**src/rtl/serial_frame_tx.sv**
```systemverilog
// Buffered serial transmitter: host fills a byte buffer, then shifts the frame out
// LSB-first at DIV clocks per bit, either raw or UART-framed (start/stop per byte).
module serial_frame_tx #(
    parameter int BYTES  = 6,
    parameter int SEL_W  = 3,
    parameter int DIV    = 4,
    parameter int FRAMED = 1
) (
    input  logic             clk,
    input  logic             rst,
    input  logic [7:0]       data,
    input  logic [SEL_W-1:0] sel,
    input  logic             get,
    input  logic [SEL_W:0]   len,
    input  logic             send,
    output logic             tx,
    output logic             busy,
    output logic             done,
    output logic             load_err
);

    localparam int              DW       = (DIV > 1) ? $clog2(DIV) : 1;
    localparam logic [DW-1:0]   DIV_LAST = DW'(DIV - 1);
    localparam logic [SEL_W:0]  LEN_MAX  = (SEL_W + 1)'(BYTES);
    localparam bit              FR       = (FRAMED != 0);

    typedef enum logic [1:0] {IDLE, START, DATA, STOP} state_t;

    state_t           state, state_next;
    logic [7:0]       buffer [BYTES];
    logic [DW-1:0]    div_cnt;
    logic [2:0]       bit_cnt;
    logic [SEL_W:0]   byte_cnt;
    logic [SEL_W:0]   len_reg;
    logic [SEL_W:0]   len_eff;
    logic [7:0]       cur_byte;
    logic             tick, last_bit, last_byte, byte_end, accept, write_ok;

    assign tick      = (div_cnt == DIV_LAST);
    assign last_bit  = (bit_cnt == 3'd7);
    assign last_byte = (byte_cnt == (len_reg - (SEL_W + 1)'(1)));
    assign accept    = send && (state == IDLE);
    assign write_ok  = get && (state == IDLE) && ({1'b0, sel} < LEN_MAX);
    assign len_eff   = ((len == '0) || (len > LEN_MAX)) ? LEN_MAX : len;
    // A byte finishes after its stop bit when framed, after data bit 7 when raw.
    assign byte_end  = tick && (FR ? (state == STOP) : (state == DATA && last_bit));
    // Read combinationally so a write landing on the send edge is already visible.
    assign cur_byte  = buffer[byte_cnt[SEL_W-1:0]];

    always_ff @(posedge clk or posedge rst) begin
        if (rst) begin
            state <= IDLE;
        end else begin
            state <= state_next;
        end
    end

    always_comb begin
        state_next = state;
        case (state)
            IDLE:  if (send) state_next = FR ? START : DATA;
            START: if (tick) state_next = DATA;
            DATA: begin
                if (tick && last_bit) begin
                    if (FR)             state_next = STOP;
                    else if (last_byte) state_next = IDLE;
                end
            end
            STOP:  if (tick) state_next = last_byte ? IDLE : START;
            default: state_next = IDLE;
        endcase
    end

    always_comb begin
        tx   = 1'b1;
        busy = (state != IDLE);
        case (state)
            START:   tx = 1'b0;
            DATA:    tx = cur_byte[bit_cnt];
            default: tx = 1'b1;
        endcase
    end

    always_ff @(posedge clk or posedge rst) begin
        if (rst) begin
            div_cnt  <= '0;
            bit_cnt  <= '0;
            byte_cnt <= '0;
            len_reg  <= '0;
        end else if (state == IDLE) begin
            div_cnt  <= '0;
            bit_cnt  <= '0;
            byte_cnt <= '0;
            if (accept) len_reg <= len_eff;
        end else begin
            div_cnt <= tick ? '0 : div_cnt + DW'(1);
            if (tick && state == DATA) bit_cnt <= bit_cnt + 3'd1;
            if (byte_end) byte_cnt <= byte_cnt + (SEL_W + 1)'(1);
        end
    end

    always_ff @(posedge clk or posedge rst) begin
        if (rst) begin
            for (int i = 0; i < BYTES; i++) buffer[i] <= '0;
        end else if (write_ok) begin
            buffer[sel] <= data;
        end
    end

    always_ff @(posedge clk or posedge rst) begin
        if (rst) begin
            done     <= 1'b0;
            load_err <= 1'b0;
        end else begin
            done     <= (state != IDLE) && (state_next == IDLE);
            load_err <= get && ((state != IDLE) || ({1'b0, sel} >= LEN_MAX));
        end
    end

endmodule

```
**config.mk**
```make
export PLATFORM = sky130hd
export DESIGN_NAME = serial_frame_tx
export DESIGN_NICKNAME = d
export VERILOG_FILES = /design/src/rtl/serial_frame_tx.sv
export SDC_FILE = /design/constraint.sdc
export NUM_CORES = 1
export LEC_CHECK = 0
export CAP_MARGIN = 10
export CORE_ASPECT_RATIO = 1.5
export CORE_MARGIN = 5
export CORE_UTILIZATION = 35
export CTS_CLUSTER_SIZE = 28
export DETAILED_ROUTE_END_ITERATION = 7
export PLACE_DENSITY = 0.52
export SETUP_SLACK_MARGIN = 0.1
export SLEW_MARGIN = 30
export SYNTH_ARGS = -nofsm -noshare
export SYNTH_HDL_FRONTEND = slang
export SYNTH_SLANG_ARGS = --single-unit
```
**constraint.sdc**
```tcl
create_clock -name clk -period 3.3 [get_ports clk]
set_input_delay 0.33 -clock clk [delete_from_list [all_inputs] [get_ports clk]]
set_output_delay 0.33 -clock clk [all_outputs]
set_load 0.02 [all_outputs]
```
# Yosys cells after proc, flatten, opt, wreduce, memory -nomap -nowiden
# Index checks and enable logic that the tools add are counted.
[totals] output_inout_bits=4 in_bits=19 elab_cells=72 ff_bits=65
[classes] bitwise_logic=2 n_eq_ne=6 reduce_logical=18 n_addsub=4 order_cmp=7 n_mux=22
[op_table] operator="$bwmux W48" count=1
[op_table] operator="$bmux W8 S3" count=1
[op_table] operator="$demux W8 S3" count=1
[op_table] operator="$mux W8" count=3
[op_table] operator="$mux W2" count=6
[op_table] operator="$mux W4" count=3
[op_table] operator="$logic_and A1 B1 Y1" count=9
[op_table] operator="$ge A4 B4 Y1 const B" count=2
[op_table] operator="$not A3 Y4" count=2
[op_table] operator="$pmux W2 S4" count=1
[op_table] operator="$eq A2 B2 Y1 const B" count=3
[op_table] operator="$mux W3" count=2
[op_table] operator="$reduce_bool A2 Y1" count=3
[op_table] operator="$add A4 B1 Y4 const B" count=1
[op_table] operator="$eq A4 B4 Y1" count=1
[op_table] operator="$gt A4 B3 Y1 const B" count=1
[op_table] operator="$logic_not A2 Y1" count=2
[op_table] operator="$logic_not A4 Y1" count=1
[op_table] operator="$lt A3 B4 Y1 const B" count=1
[op_table] operator="$lt A4 B1 Y1 const B" count=1
[op_table] operator="$sub A4 B1 Y4 const B" count=1
[op_table] operator="$add A3 B1 Y3 const B" count=1
[op_table] operator="$bmux W1 S3" count=1
[op_table] operator="$eq A3 B3 Y1 const B" count=1
[op_table] operator="8 further kinds" count=10

# Depth between registers and ports, before layout
[logic_depth] word_depth=7 mapped_depth=7 depth_no_buf=7

# Worst setup path before layout
# Ideal clock, no wire load.
[synth_path] path_kind="flip-flop to output port" start="register bit_cnt[0]" end="output port tx" t_arrival_ps=1593 n_path_buf=0 slack_ps=1377 required_ps=2970 path_stages_with_launch=6 cell_sequence="dfrtp_1 > mux2_4 > or3_1 > nand4_1 > a21oi_1 > o32a_1"
[synth_via] elab_chain_cells=3
[synth_rtl] item="from (decl)" line_no="32" source="logic [2:0] bit_cnt;"
[synth_rtl] item="from (signal assigned)" line_no="97" source="if (tick && state == DATA) bit_cnt <= bit_cnt + 3'd1;"
[synth_rtl] item="$bmux W1 S3" line_no="79" source="DATA: tx = cur_byte[bit_cnt];"
[synth_rtl] item="$mux W1 (not written as such)" line_no="79"
[synth_rtl] item="$pmux W1 S2" line_no="77" source="case (state)"
[synth_rtl] item="to (decl)" line_no="16" source="output logic tx,"
# No other way between the ends. The select of a mux whose other input is x is not followed.

# Final worst setup path
[layout_path] start="register byte_cnt[2]" end="output port tx"
[layout_via] elab_chain_cells=7
[layout_rtl] item="from (decl)" line_no="33" source="logic [SEL_W:0] byte_cnt;"
[layout_rtl] item="from (signal assigned)" line_no="98" source="if (byte_end) byte_cnt <= byte_cnt + (SEL_W + 1)'(1);"
[layout_rtl] item="$not A3 Y4 (not written as such)" line_no="48" source="assign cur_byte = buffer[byte_cnt[SEL_W-1:0]];"
[layout_rtl] item="$bmux W8 S3" line_no="48"
[layout_rtl] item="$mux W8 (not written as such) (2 in a row)" line_no="48"
[layout_rtl] item="$bmux W1 S3" line_no="79"
[layout_rtl] item="$mux W1 (not written as such)" line_no="79"
[layout_rtl] item="$pmux W1 S2" line_no="77"
# No other way between the ends. The select of a mux whose other input is x is not followed.

==> results.sh <==
export IMPL_path_clk_slew_ns=0.06
export IMPL_die_y_um=128
export IMPL_clockRootBuffer="clkbuf_16"
export IMPL_io_pins=23
export IMPL_diodes=0
export IMPL_wirelength_um=7120
export IMPL_timing_fmax_mhz=336
export IMPL_worstPathArrival_ns=2.64
export IMPL_hold_violations=0
export IMPL_num_vias=2093
export IMPL_grt_overflow_total=0
export IMPL_ys_ff_latch=65
export IMPL_worst_slew_pin_transition_ns=0.611
export IMPL_slew_violations=0
export IMPL_max_vdd_ir_drop_uv=495
export IMPL_vias_per_cell=5.23
export IMPL_clock_path_buffers=2
export IMPL_slew_limit_headroom=0.591
export IMPL_dpl_hpwl_um=5040
export IMPL_cap_violations=0
export IMPL_p_leak_nw=1.66
export IMPL_cp_start_kind="flop"
export IMPL_die_w_um=88.6
export IMPL_reg2regPathDepth=4
export IMPL_drt_iter0_drc=57
export IMPL_syn_nets=280
export IMPL_tritoncts="done"
export IMPL_powerDensity_mw_per_mm2=908
export IMPL_combPwrFrac=0.307
export IMPL_worst_setup_path_type="reg -> out"
export IMPL_rows=43
export IMPL_antenna_found_initial=0
export IMPL_seq_area_frac_synth=0.502
export IMPL_critPathMaxStageDelay_ns=0.62
export IMPL_p_clk_frac=0.296
export IMPL_slowest_stage="dfrtp_1"
export IMPL_clock_sinks=65
export IMPL_synth_cells=256
export IMPL_rsz0062_at_grt="no"
export IMPL_internal_power_w=0.00242
export IMPL_switchingPower_w=0.00111
export IMPL_drc=0
export IMPL_min_period_ns=2.97
export IMPL_fin_nets=307
export IMPL_gp_congestion=0.779
export IMPL_h_tree_depth=3
export IMPL_core_mm2=0.00915
export IMPL_path_max_fanout=12
export IMPL_p_total_w=0.00353
export IMPL_cp_cell_sequence="inv_1 > or3_1 > nand4_1 > a21oi_1 > o32a_1 > clkdlybuf4s50_1"
export IMPL_grt_pass1_vias=2239
export IMPL_tns_ns=0
export IMPL_synth_edff_count=0
export IMPL_endpoint_kind="primary output"
export IMPL_avgRoutedWirePerCell_um=17.8
export IMPL_cp_top_family="buffers and inverters"
export IMPL_netlist_area_mm2=0.00324
export IMPL_r2r_slack_ns=1.23
export IMPL_synth_avg_cell_area_um2=12.7
export IMPL_finClkSkew_ns=0.00430
export IMPL_die_area_mm2=0.0113
export IMPL_drt_pre_antenna_iters=4
export IMPL_syn_to_final_growth_pct=19.8
export IMPL_ys_warn_count=0
export IMPL_n_fill_cell=893
export IMPL_rr_startpoint="state[0]$_DFF_PP0_"
export IMPL_pwr_share_seq=0.397
export IMPL_numCtsBuffers=9
export IMPL_fin_cells=400
export IMPL_min_path_type="in -> async"
export IMPL_fin_crit_sh=0.901
export IMPL_setup_viol=0
export IMPL_synthArstFlopShare=1.00
export IMPL_track_usage=0.141
export IMPL_register_area_mm2=0.00163
export IMPL_start_util=0.354
export IMPL_dp_cells=383
export IMPL_clk_latency_ns=0.33
export IMPL_grt_pass1_wl_um=11800
export IMPL_timing_rr_end="buffer[3]$_DFFE_PP0P_"
export IMPL_ant_nets=0
export IMPL_critical_path_buf_inv_count=2
export IMPL_grt_max_degree=66
export IMPL_p_sw_frac=0.314
export IMPL_multi_input_area_mm2=0.00147
export IMPL_largest_register_ffs=48
export IMPL_cp_data_required_time_ns=2.97
export IMPL_synth_cell_types=46
export IMPL_layout_drive_gt1_share=0.295
export IMPL_synthFlopType="dfrtp_1"
export IMPL_port_buffers=22
export IMPL_outcome="completed"
[layer usage]
metal	vias to the layer above	share of wire	track usage
met4	0	0.021	0.0721
met3	10	0.029	0.0309
met5	-	0	0
met1	1062	0.43	0.171
li1	990	-	-
met2	31	0.52	0.233
[power by group through the flow]
stage                     Sequential, W  Combinational (W)  Clock (W)
after detailed placement        0.00141            0.00109          0
after global placement          0.00142            0.00107          0
final                           0.00140            0.00108    0.00104
after CTS                       0.00140            0.00110    0.00106
after global routing            0.00145            0.00120    0.00109
after floorplan                 0.00126           0.000952          0
[cells by family after synthesis]
| group | synth area share |
|---|---|
| AO/OA/AOI/OAI | 0.0753 |
| XOR/XNOR | 0.0189 |
| adder cells (fa/ha/maj) | 0.0193 |
| buffers and inverters | 0.0455 |
| flip-flops | 0.502 |
| multiplexers | 0.248 |
| AND/OR/NAND/NOR | 0.0911 |
[worst max-delay path by stage]
stage                                  from                     end  slack (ns)  depth (start not counted)
finish              byte_cnt[2]$_DFFE_PP0P_                      tx        0.33                          6
global route             state[1]$_DFF_PP0_                      tx        0.13                          6
CTS                 byte_cnt[0]$_DFFE_PP0P_                      tx        0.13                          6
detailed placement  byte_cnt[0]$_DFFE_PP0P_                      tx        0.52                          6
global placement    byte_cnt[0]$_DFFE_PP0P_                      tx        0.47                          6
floorplan                               rst  bit_cnt[0]$_DFFE_PP0P_        1.34                          1
[per-stage QoR]
step	area [µm²]	setup WS (ns)	utilization	hold WS (ns)
after global placement	3530	0.468	0.386	0.428
after CTS	3860	0.133	0.422	0.435
after floorplan	3240	1.34	-	0.415
after global routing	3880	0.135	0.425	0.408
final	3880	0.326	0.425	0.369
after detailed placement	3530	0.522	0.386	0.428
[worst register-to-register path: cells and delay by family (launching register included)]
kind,cells,cell delay (ns)
simple gates,2,0.77
mux,1,0.48
buf+inv,1,0.22
flops,1,0.47
[area by class of cell]
class | count | area share
sequential | 65 | 0.419
clock buffer | 10 | 0.0615
inverter | 11 | 0.0106
multi-input combinational | 168 | 0.378
timing repair buffer | 28 | 0.0715
clock inverter | 6 | 0.0232
tap | 112 | 0.0361
[synthesized netlist by cell type, drive strengths merged (8+ instances only)]
cell,number,area share
dfrtp,65,0.50
mux2,49,0.17
inv,11,0.013
mux2i,11,0.034
nand2,10,0.012
nor2b,9,0.017
o21ai,9,0.014
nand3,8,0.012
nor2,8,0.011
nor3,8,0.014
[cells in the final DEF, fill, tap and decap left out, drive strengths merged, types with 6 or more instances in the layout]
master	count
mux4	6
nor2b	9
dfrtp	65
nor3	8
buf	6
mux2i	11
clkbuf	10
nand2	10
nand3	8
inv	12
nor2	8
mux2	49
o21ai	9
clkdlybuf4s50	22
a21oi	6
nand4	6
[timing repair]
action	4_1_cts	5_1_grt
resized for setup	0	2
hold buffers	0	0
buffers inserted	0	0
endpoints found under the setup margin	0	1
endpoints found under the hold margin	0	0
Power figures use the tool's default switching activity.
